[src/rtl/stream_router_pkg.sv]
// Shared constants for the modulo stream router: register addresses,
// control register bit positions and routing mode encodings.
package stream_router_pkg;

    localparam logic [7:0] ADDR_DIVISOR    = 8'h00;
    localparam logic [7:0] ADDR_CTRL       = 8'h01;
    localparam logic [7:0] ADDR_STATS_BASE = 8'h10;

    localparam int CTRL_EN    = 0;
    localparam int CTRL_MODE  = 1;
    localparam int CTRL_FLUSH = 2;

    typedef enum logic {
        MODE_SPLIT  = 1'b0,
        MODE_SPREAD = 1'b1
    } route_mode_e;

endpackage

[src/rtl/stream_fifo.sv]
// First-word-fall-through FIFO for one router output channel.
// The head word is driven straight from storage, so a word pushed on one
// edge is visible on o_dout the following cycle. Output reads zero when empty.
module stream_fifo #(
    parameter int DATA_W = 128,
    parameter int DEPTH  = 8
) (
    input  logic              clk,
    input  logic              rst_n,
    input  logic              i_flush,
    input  logic              i_push,
    input  logic [DATA_W-1:0] i_din,
    input  logic              i_pop,
    output logic [DATA_W-1:0] o_dout,
    output logic              o_full,
    output logic              o_empty
);

    localparam int PTR_W = $clog2(DEPTH);
    localparam int CNT_W = $clog2(DEPTH) + 1;
    localparam logic [PTR_W-1:0] PTR_ONE  = PTR_W'(1);
    localparam logic [CNT_W-1:0] CNT_ONE  = CNT_W'(1);
    localparam logic [CNT_W-1:0] CNT_FULL = CNT_W'(DEPTH);

    logic [DATA_W-1:0] r_mem [DEPTH];
    logic [PTR_W-1:0]  r_wr_ptr;
    logic [PTR_W-1:0]  r_rd_ptr;
    logic [CNT_W-1:0]  r_count;
    logic              w_push;
    logic              w_pop;

    assign o_empty = (r_count == '0);
    assign o_full  = (r_count == CNT_FULL);
    assign w_push  = i_push & ~o_full;
    assign w_pop   = i_pop & ~o_empty;
    assign o_dout  = o_empty ? '0 : r_mem[r_rd_ptr];

    // Pointer and occupancy tracking; flush discards everything at once.
    always_ff @(posedge clk or negedge rst_n) begin
        if (!rst_n) begin
            r_wr_ptr <= '0;
            r_rd_ptr <= '0;
            r_count  <= '0;
        end else if (i_flush) begin
            r_wr_ptr <= '0;
            r_rd_ptr <= '0;
            r_count  <= '0;
        end else begin
            if (w_push) r_wr_ptr <= r_wr_ptr + PTR_ONE;
            if (w_pop)  r_rd_ptr <= r_rd_ptr + PTR_ONE;
            case ({w_push, w_pop})
                2'b10:   r_count <= r_count + CNT_ONE;
                2'b01:   r_count <= r_count - CNT_ONE;
                default: r_count <= r_count;
            endcase
        end
    end

    // Word storage; contents are don't-care until the slot is pushed.
    always_ff @(posedge clk) begin
        if (w_push) r_mem[r_wr_ptr] <= i_din;
    end

endmodule

[src/rtl/stream_mod_router.sv]
// Modulo stream router: routes each input word to one of NUM_OUT buffered
// output channels according to (key mod divisor), key = si_data[KEY_W-1:0].
// Optional per-channel push counters are built when STREAM_ROUTER_STATS_EN
// is defined; otherwise their addresses read zero and writes are ignored.
module stream_mod_router
    import stream_router_pkg::*;
#(
    parameter int DATA_W     = 128,
    parameter int KEY_W      = 4,
    parameter int NUM_OUT    = 4,
    parameter int FIFO_DEPTH = 8
) (
    input  logic                      clk,
    input  logic                      rst_n,
    input  logic                      cfg_wr,
    input  logic [7:0]                cfg_addr,
    input  logic [31:0]               cfg_wdata,
    output logic [31:0]               cfg_rdata,
    input  logic                      si_valid,
    output logic                      si_rdy,
    input  logic [DATA_W-1:0]         si_data,
    output logic [NUM_OUT-1:0]        so_valid,
    input  logic [NUM_OUT-1:0]        so_rdy,
    output logic [NUM_OUT*DATA_W-1:0] so_data
);

    localparam int CH_W = $clog2(NUM_OUT);

    logic [KEY_W-1:0]   r_divisor;
    logic               r_enable;
    route_mode_e        r_mode;

    logic [KEY_W-1:0]   w_key;
    logic [KEY_W-1:0]   w_rem;
    logic [CH_W-1:0]    w_tgt;
    logic               w_wr_div;
    logic               w_wr_ctrl;
    logic               w_flush;
    logic               w_accept;
    logic [NUM_OUT-1:0] w_push;
    logic [NUM_OUT-1:0] w_full;
    logic [NUM_OUT-1:0] w_empty;
    logic               w_unused_wdata;

    assign w_key     = si_data[KEY_W-1:0];
    assign w_wr_div  = cfg_wr & (cfg_addr == ADDR_DIVISOR);
    assign w_wr_ctrl = cfg_wr & (cfg_addr == ADDR_CTRL);
    assign w_flush   = w_wr_ctrl & cfg_wdata[CTRL_FLUSH];

    // Only a handful of write-data bits are meaningful; the rest are ignored.
    assign w_unused_wdata = ^cfg_wdata;

    // Configuration registers; a write lands on the next edge so a word
    // accepted alongside a divisor write still sees the old divisor.
    always_ff @(posedge clk or negedge rst_n) begin
        if (!rst_n) begin
            r_divisor <= '0;
            r_enable  <= 1'b0;
            r_mode    <= MODE_SPLIT;
        end else begin
            if (w_wr_div) r_divisor <= cfg_wdata[KEY_W-1:0];
            if (w_wr_ctrl) begin
                r_enable <= cfg_wdata[CTRL_EN];
                r_mode   <= route_mode_e'(cfg_wdata[CTRL_MODE]);
            end
        end
    end

    // Remainder of the key; a zero divisor passes the key through untouched.
    always_comb begin
        if (r_divisor == '0) w_rem = w_key;
        else                 w_rem = w_key % r_divisor;
    end

    // Channel selection: split uses channels 0/1, spread clamps to the last channel.
    always_comb begin
        w_tgt = '0;
        if (r_mode == MODE_SPLIT) begin
            w_tgt = (w_rem == '0) ? '0 : CH_W'(1);
        end else if (32'(w_rem) < NUM_OUT) begin
            w_tgt = CH_W'(w_rem);
        end else begin
            w_tgt = CH_W'(NUM_OUT - 1);
        end
    end

    // Ready never looks at so_rdy: a full target stalls the input even if a
    // pop would free a slot this very cycle.
    assign si_rdy   = r_enable & ~w_flush & ~w_full[w_tgt];
    assign w_accept = si_valid & si_rdy;

    // One-hot push strobe toward the selected channel.
    always_comb begin
        w_push = '0;
        if (w_accept) w_push[w_tgt] = 1'b1;
    end

    for (genvar g = 0; g < NUM_OUT; g++) begin : g_ch
        stream_fifo #(
            .DATA_W (DATA_W),
            .DEPTH  (FIFO_DEPTH)
        ) u_fifo (
            .clk     (clk),
            .rst_n   (rst_n),
            .i_flush (w_flush),
            .i_push  (w_push[g]),
            .i_din   (si_data),
            .i_pop   (so_rdy[g]),
            .o_dout  (so_data[g*DATA_W +: DATA_W]),
            .o_full  (w_full[g]),
            .o_empty (w_empty[g])
        );
    end

    assign so_valid = ~w_empty;

`ifdef STREAM_ROUTER_STATS_EN
    logic [31:0]        r_stat [NUM_OUT];
    logic [NUM_OUT-1:0] w_stat_clr;

    // Decode of counter-clear writes.
    always_comb begin
        w_stat_clr = '0;
        for (int i = 0; i < NUM_OUT; i++) begin
            w_stat_clr[i] = cfg_wr & (cfg_addr == ADDR_STATS_BASE + 8'(i));
        end
    end

    // Push counters; a clear wins over a coincident push.
    always_ff @(posedge clk or negedge rst_n) begin
        if (!rst_n) begin
            for (int i = 0; i < NUM_OUT; i++) r_stat[i] <= '0;
        end else begin
            for (int i = 0; i < NUM_OUT; i++) begin
                if (w_stat_clr[i])   r_stat[i] <= '0;
                else if (w_push[i])  r_stat[i] <= r_stat[i] + 32'd1;
            end
        end
    end
`endif

    // Register read mux; anything unmapped reads zero.
    always_comb begin
        cfg_rdata = '0;
        if (cfg_addr == ADDR_DIVISOR) begin
            cfg_rdata[KEY_W-1:0] = r_divisor;
        end else if (cfg_addr == ADDR_CTRL) begin
            cfg_rdata[CTRL_EN]   = r_enable;
            cfg_rdata[CTRL_MODE] = (r_mode == MODE_SPREAD);
        end
`ifdef STREAM_ROUTER_STATS_EN
        for (int i = 0; i < NUM_OUT; i++) begin
            if (cfg_addr == ADDR_STATS_BASE + 8'(i)) cfg_rdata = r_stat[i];
        end
`endif
    end

endmodule

[config.mk]
export PLATFORM = sky130hd
export DESIGN_NAME = stream_mod_router
export DESIGN_NICKNAME = d
export VERILOG_FILES = /design/src/rtl/stream_router_pkg.sv /design/src/rtl/stream_fifo.sv /design/src/rtl/stream_mod_router.sv
export SDC_FILE = /design/constraint.sdc
export NUM_CORES = 2
export LEC_CHECK = 0
export ABC_AREA = 0
export BUFFER_PORTS_ARGS = -buffer_cell sky130_fd_sc_hd__buf_2
export CAP_MARGIN = 20
export CORE_MARGIN = 2
export CORE_UTILIZATION = 55
export CTS_CLUSTER_SIZE = 12
export DETAILED_ROUTE_END_ITERATION = 8
export GPL_ROUTABILITY_DRIVEN = 1
export PLACE_DENSITY_LB_ADDON = 0.15
export SLEW_MARGIN = 30
export SYNTH_ARGS = -nofsm -noshare
export SYNTH_HDL_FRONTEND = slang
export SYNTH_SLANG_ARGS = --single-unit
[constraint.sdc]
create_clock -name clk -period 17.2 [get_ports clk]
set_clock_uncertainty 0.2 [all_clocks]
set_input_delay 1.72 -clock clk [delete_from_list [all_inputs] [get_ports clk]]
set_output_delay 1.72 -clock clk [all_outputs]
set_load 0.03 [all_outputs]
======== After elaboration in Yosys (flattened, before gate mapping) ========
Memories as Yosys holds them, arrays and structs flattened.
Cells that the tools add are included.
word-level totals
  bits in registers ....................... 46
  output and inout port bits .............. 549
  RAM bits ................................ 4,096
  memories kept ........................... 4
cells by class
  order comparisons ....................... 3
  reductions and logical operators ........ 20
  equality and inequality tests ........... 13
  add/subtract/negate cells ............... 16
  multiplexer cells ....................... 48
  bitwise logic cells ..................... 25
  div/mod/pow operators ................... 1
memories
  memory                words  bits a word  read ports  clocked after Yosys merged registers in  wr ports  line               text
  g_ch[0].u_fifo.r_mem  8      128          1           0                                        1         stream_fifo.sv:25  logic [DATA_W-1:0] r_mem [DEPTH];
  g_ch[1].u_fifo.r_mem  8      128          1           0                                        1         stream_fifo.sv:25
  g_ch[2].u_fifo.r_mem  8      128          1           0                                        1         stream_fifo.sv:25
  g_ch[3].u_fifo.r_mem  8      128          1           0                                        1         stream_fifo.sv:25
operators with widths
  kind                                                        number
  2-to-1 mux 128 bit                                          4
  2-to-1 mux 3 bit                                            16
  case mux 4 bit (2 select lines)                             4
  adder 3 x 1 -> 3 bit, second input constant                 8
  logical NOT 4 bit                                           6
  2-to-1 mux 4 bit                                            6
  adder 4 x 1 -> 4 bit, second input constant                 4
  equality test 4 bit, second input constant                  4
  nonzero test 2 bit                                          8
  subtractor 4 x 1 -> 4 bit, second input constant            4
  bitwise AND 1 bit                                           14
  nonzero test 3 bit                                          4
  2-to-1 mux 1 bit                                            11
  2-to-1 mux 2 bit                                            5
  NOT 1 bit                                                   10
  equality test 2 x 1 -> 1 bit, second input constant         4
  equality test 2 bit, second input constant                  4
  equality test 8 x 1 -> 1 bit, second input constant         1
  logical NOT 8 bit                                           1
  less-than comparator 4 x 3 -> 1 bit, second input constant  1
  remainder unit 4 x 4 -> 4 bit                               1
  NOT 4 bit                                                   1
  less-than comparator 2 x 3 -> 1 bit, second input constant  1
  binary-select mux 1 bit (select 2 bit)                      1
  other kinds (3)                                             3

======== Longest topological paths before layout ========
  depth after elaboration ................. 15
  depth in mapped cells ................... 31
  gate-level depth less buffers ........... 30

======== Cells and area by module ========
From an unflattened synthesis, not the netlist that was laid out.
second synthesis, totals
  cell total of the unflattened synthesis .. 6,962
  area, all modules ....................... 158,542.1 um^2
by module, submodules not included
  module                            area each (um^2)  sequential area each (um^2)  times used  cells each
  stream_fifo (g_ch[1].u_fifo ...)  39,332.7          30,999.7                     3           1,702
  stream_fifo (g_ch[0].u_fifo)      39,331.5          30,999.7                     1           1,702
  stream_mod_router                 1,212.4           150.1                        1           154

======== Least setup slack after synthesis ========
No wires, ideal clock.
  path kind ............................... input port to flip-flop
  start ................................... input si_data[3]
  end ..................................... memory g_ch[1].u_fifo.r_mem[2][0] (enable)
  data required time ...................... 16.026 ns
  stages .................................. 21
  setup time .............................. 0.974 ns
  buffers on the path ..................... 0
  data arrival time ....................... 18.557 ns
  slack ................................... -2.532 ns
  cell sequence ........................... ha_1 nor4b_4 a2bb2oi_2 ha_1 o21a_1 o21ai_0 a21oi_1 ha_1 o21a_1 or4b_1 a21oi_1 a21o_1 inv_1 ha_1 o21ai_0 o21bai_1 nor2_1 a31o_4 nand3_1 nand3_1 nor4b_1
between the ends
  cells in the longest elaborated chain, start to end .. 14
  elaborated cells on any way between the ends .. 21
  those cells by class .................... div: 1; order compare: 3; mux: 11; bitwise: 4; reduce/logical: 2
ends and longest elaborated chain
  item                                                                                         line                                              text
  start, declared                                                                              stream_mod_router.sv:21                           input logic [DATA_W-1:0] si_data,
  remainder unit 4 x 4 -> 4 bit                                                                stream_mod_router.sv:72                           else w_rem = w_key % r_divisor;
  2-to-1 mux 4 bit *                                                                           stream_mod_router.sv:71                           if (r_divisor == '0) w_rem = w_key;
  less-than comparator 4 x 3 -> 1 bit / logical NOT 4 bit (equally long branches)              stream_mod_router.sv:80, stream_mod_router.sv:79
  2-to-1 mux 2 bit / 2-to-1 mux 1 bit (equally long branches)                                  stream_mod_router.sv:80, stream_mod_router.sv:79
  2-to-1 mux 2 bit *                                                                           stream_mod_router.sv:78                           if (r_mode == MODE_SPLIT) begin
  parallel branches: the longest is 5 deep, another holds less-than comparator 2 x 3 -> 1 bit  -
  2-to-1 mux 4 bit *                                                                           stream_mod_router.sv:95                           if (w_accept) w_push[w_tgt] = 1'b1;
  bitwise AND 1 bit *                                                                          stream_fifo.sv:34                                 assign w_push = i_push & ~o_full;
  2-to-1 mux 1 bit *                                                                           stream_fifo.sv:61                                 if (w_push) r_mem[r_wr_ptr] <= i_din;
  2-to-1 mux 1 bit (not written as such) *                                                     stream_fifo.sv:61
  end, declared                                                                                stream_fifo.sv:25
Mark *: on every way between the ends. The select of a mux whose other input is x is not followed.

======== Final worst setup path ========
  start ................................... input si_data[3]
  end ..................................... output si_rdy
between the ends
  cells in the longest elaborated chain, start to end .. 9
  elaborated cells on any way between the ends .. 11
  those cells by class .................... div: 1; order compare: 1; mux: 6; bitwise: 2; reduce/logical: 1
ends and longest elaborated chain
  item                                                                             line                                              text
  remainder unit 4 x 4 -> 4 bit                                                    stream_mod_router.sv:72
  2-to-1 mux 4 bit *                                                               stream_mod_router.sv:71
  less-than comparator 4 x 3 -> 1 bit / logical NOT 4 bit (equally long branches)  stream_mod_router.sv:80, stream_mod_router.sv:79
  2-to-1 mux 2 bit / 2-to-1 mux 1 bit (equally long branches)                      stream_mod_router.sv:80, stream_mod_router.sv:79
  2-to-1 mux 2 bit *                                                               stream_mod_router.sv:78
  binary-select mux 1 bit (select 2 bit) *                                         stream_mod_router.sv:89                           assign si_rdy = r_enable & ~w_flush & ~w_full[w_tgt];
  2-to-1 mux 1 bit (not written as such) *                                         stream_mod_router.sv:89
  NOT 1 bit *                                                                      stream_mod_router.sv:89
  bitwise AND 1 bit *                                                              stream_mod_router.sv:89
  end, declared                                                                    stream_mod_router.sv:20                           output logic si_rdy,
Mark *: on every way between the ends. The rest lies on a longest branch, timed or not. The select of a mux whose other input is x is not followed.

==> flow_summary_export.csv <==
group,metric,value,unit
outcome,run_status,"finished clean",
final_layout,final_cell_area,0.179,mm2
grt,grt_overflow,0,
floorplanning,rows,196,
placement,place.gp.congestion,0.806,
clocking,post_cts.repair.setup_buffers,0,
clocking,holdBufCountCts,0,
clocking,insertion_delay,0.93,ns
timing,worst-slew-pin-transition,1.04,ns
clocking,cts_htree_levels,5,
synthesis,post_synth_num_cell_types,71,
drt,drt-vias-per-instance,6.33,
final_layout,utilization_after_layout,62.6,%
timing,final_setup_fails,0,
drt,ant_nets,0,
synthesis,synth_seq_area_share,78.5,%
drt,initial_drc_count,8200,
drt,wire_per_inst,32.4,um
drt,wl,385000,um
synthesis,mappedNetlistArea,0.158,mm2
synthesis,synth_largest_area_cell,"sky130_fd_sc_hd__edfxtp_1",
synthesis,synth_top_cells_by_area,"sky130_fd_sc_hd__edfxtp_1, sky130_fd_sc_hd__mux4_2, sky130_fd_sc_hd__mux2i_1",
setup_path,start_kind,"input port",
synthesis,async_reset_ff_share,1.11,%
final_layout,area_growth_syn_to_layout,13.0,%
timing,min_period_over_period,53.7,%
timing,final_period_minus_worst_setup_slack,9.24,ns
floorplanning,die_width,540,um
floorplanning,boundaryPins,725,
setup_path,critPathArrivalTime,7.32,ns
timing,slew-limit-headroom,30.5,%
synthesis,yosys_most_used_dff,"sky130_fd_sc_hd__edfxtp_1",
timing,grt_setup_unrepaired,"false",
clocking,cts.repair.resized,0,
grt,grt_first_pass_wirelength,553000,um
setup_path,cp.required,15.28,ns
pwr,power-per-cell-area,167,mW/mm2
setup_path,criticalPathCategory,"input port to output port",
clocking,cts_inserted_buffers,418,
setup_path,timing.critical_path.from,"si_data[3]",
placement,dp.final_hpwl,220000,um
floorplanning,dieArea,0.292,mm2
synthesis,synth_warnings,0,
timing,number_of_max_slew_violations_in_the_final_report,0,
drt,dr_total_vias,75100,
placement,dpl_cell_area,0.167,mm2
synthesis,yosys.area.top_type_share,77.7,%
pwr,worst_ir_drop_vdd,154,uV
final_layout,drive_gt1_share,30.0,%
synthesis,synth.ff_latch_count,4142,
floorplanning,core_area,0.286,mm2
final_layout,filler_cell_count,19300,
hold_path,hold_start,"g_ch[0].u_fifo.r_wr_ptr[0]",
clocking,buffer_depth_of_the_longest_clock_path,4,
drt,route.detailed.drc,0,
synthesis,synthesis.area_per_instance,22.8,um2
timing,totalNegativeSetupSlack,0,ns
synthesis,synth_common_cells,"sky130_fd_sc_hd__edfxtp_1, sky130_fd_sc_hd__mux4_2, sky130_fd_sc_hd__nor2_1",
synthesis,most_common_cell_in_the_netlist,"sky130_fd_sc_hd__edfxtp_1",
drt,drt-pass1-iter-count,6,
floorplanning,die_height,540,um
timing,fmax,108,MHz
synthesis,post_synth_inst_count,6927,
timing,hold_viol_final,0,
run,max-cap-violations,0,
pwr,p_total,29.8,mW
setup_path,worst_setup_path_end_kind,"output port",
clocking,cts_root_buffer,"sky130_fd_sc_hd__clkbuf_16",
synthesis,synth_enable_flop_cells,4096,
final_layout,finalNetCount,8021,
clocking,clock_sink_count,4142,
grt,groute.usage.overall,26.4,%
pwr,power_leakage,58.5,nW
setup_path,worst_r2r_startpoint,"r_divisor[0]",
floorplanning,floorplan.initialDensity,55.4,%
placement,numPortBuffers,668,
grt,grt_pass1_vias,77200,
clocking,tritoncts_clock_tree,"done",
clocking,clk_pin_slew_worst_paths,0.06,ns
grt,number_of_antenna_violations_at_the_first_check_in_global_routing,37,
grt,grt_max_degree,131,
hold_path,min_path_type,"flop to flop",
setup_path,critical_path_peak_fanout,35,
stage by stage:
stage / setup slack [ns] / hold slack, ns / std cells
after floorplan: 0.904 / 0.324 / 6954
after global placement: 7.03 / 0.353 / 11200
after detailed placement: 7.09 / 0.362 / 11200
after CTS: 8.00 / 0.379 / 11800
after global routing: 7.54 / 0.410 / 11900
final: 7.96 / 0.381 / 11900
final timing paths:
check / slack, ns / cells past startpoint / endpoint
min in group asynchronous: 0.69 / 2 / r_divisor[3]
max in group asynchronous: 15.57 / 2 / g_ch[0].u_fifo.r_rd_ptr[2]
min reg2reg: 0.38 / 2 / g_ch[0].u_fifo.r_wr_ptr[0]
max: 7.96 / 24 / si_rdy
min: 0.38 / 2 / g_ch[0].u_fifo.r_wr_ptr[0]
max reg2reg: 8.98 / 25 / g_ch[1].u_fifo.r_mem[7][50]
cells in the final DEF, fill, tap and decap left out, types with 6 or more instances in the layout:
cell,count
sky130_fd_sc_hd__nor3b_2,9
sky130_fd_sc_hd__buf_4,133
sky130_fd_sc_hd__xnor2_1,10
sky130_fd_sc_hd__nor2_4,10
sky130_fd_sc_hd__clkinv_1,87
sky130_fd_sc_hd__nor3_1,13
sky130_fd_sc_hd__dfrtp_4,12
sky130_fd_sc_hd__nor3_2,9
sky130_fd_sc_hd__buf_2,668
sky130_fd_sc_hd__edfxtp_1,4096
sky130_fd_sc_hd__dfrtp_1,34
sky130_fd_sc_hd__nand2_1,37
sky130_fd_sc_hd__mux4_2,1024
sky130_fd_sc_hd__nand3_1,12
sky130_fd_sc_hd__o21ai_0,10
sky130_fd_sc_hd__clkbuf_16,419
sky130_fd_sc_hd__diode_2,13
sky130_fd_sc_hd__bufinv_16,6
sky130_fd_sc_hd__buf_12,19
sky130_fd_sc_hd__conb_1,28
sky130_fd_sc_hd__a21oi_1,17
sky130_fd_sc_hd__inv_6,10
sky130_fd_sc_hd__mux2_2,6
sky130_fd_sc_hd__ha_1,29
sky130_fd_sc_hd__nor2_1,553
sky130_fd_sc_hd__clkinv_2,33
sky130_fd_sc_hd__inv_1,19
sky130_fd_sc_hd__buf_6,9
sky130_fd_sc_hd__mux2i_1,527
sky130_fd_sc_hd__nand2b_1,7
sky130_fd_sc_hd__inv_16,6
sky130_fd_sc_hd__clkbuf_1,116
sky130_fd_sc_hd__xor2_1,14
sky130_fd_sc_hd__clkinv_16,6
power by group:
| part | switching, mW | internal [mW] | total [mW] |
|---|---|---|---|
| registers | 0.300 | 11.1 | 11.4 |
| clock network | 3.68 | 4.56 | 8.24 |
| logic | 6.49 | 3.60 | 10.1 |
cell families (layout without fill, tap and decap cells):
kind of cell             after synthesis  count (layout)  share of synthesized area, %
buffers and inverters                413            1548                          1.06
other                                  1              41                       0.00237
AND/OR/NAND/NOR                      692             692                          1.80
multiplexers                        1557            1557                          18.0
AO/OA/AOI/OAI                         68              68                         0.331
adder cells (fa/ha/maj)               30              30                         0.242
XOR/XNOR                              24              24                         0.133
flip-flops                          4142            4142                          78.5
worst max-delay path, cell delays in order:
cell and delay (ns):
sky130_fd_sc_hd__buf_2 0.50, sky130_fd_sc_hd__ha_1 0.26, sky130_fd_sc_hd__nor4b_4 0.22, sky130_fd_sc_hd__a2bb2oi_2 0.18, sky130_fd_sc_hd__ha_1 0.27, sky130_fd_sc_hd__o21a_1 0.13, sky130_fd_sc_hd__o21ai_0 0.22, sky130_fd_sc_hd__a21oi_1 0.13
sky130_fd_sc_hd__ha_1 0.32, sky130_fd_sc_hd__o21a_1 0.15, sky130_fd_sc_hd__or4b_1 0.46, sky130_fd_sc_hd__a21oi_1 0.17, sky130_fd_sc_hd__a21o_1 0.19, sky130_fd_sc_hd__inv_1 0.06, sky130_fd_sc_hd__ha_1 0.32, sky130_fd_sc_hd__o21ai_0 0.10
sky130_fd_sc_hd__o21bai_1 0.33, sky130_fd_sc_hd__nor2_1 0.14, sky130_fd_sc_hd__a31o_4 0.32, sky130_fd_sc_hd__and3_4 0.24, sky130_fd_sc_hd__or3_2 0.48, sky130_fd_sc_hd__o2111ai_1 0.11, sky130_fd_sc_hd__a21oi_1 0.07, sky130_fd_sc_hd__buf_2 0.20
flip-flops by register name, indices dropped and copies added, names as in the netlist:
signal and cells:
g_ch.u_fifo.r_count 16, g_ch.u_fifo.r_mem 4096, g_ch.u_fifo.r_rd_ptr 12, g_ch.u_fifo.r_wr_ptr 12, r_divisor 4, r_enable 1
r_mode 1
layer usage:
| metal | GRT usage (%) | vias to the layer above | wire (um) |
|---|---|---|---|
| met1 | 38.1 | 40900 | 156000 |
| met4 | 6.06 | 6 | 8670 |
| met2 | 43.0 | 3091 | 190000 |
| met5 | 0 | - | 41 |
| met3 | 4.15 | 502 | 30300 |
| li1 | - | 30600 | - |
cell type report:
class                           instances  area (um2)  share of cell area [%]
Inverter                               20        75.1                  0.0420
Clock buffer                          539       11000                    6.14
Tap cell                             3762        4710                    2.63
Sequential cell                      4142      124000                    69.5
Clock inverter                        155        1150                   0.642
Multi-Input combinational cell       2399       32700                    18.3
Antenna cell                           13        32.5                  0.0182
Timing Repair Buffer                  834        4960                    2.77
Note: power is estimated with default switching activity, not from simulation.
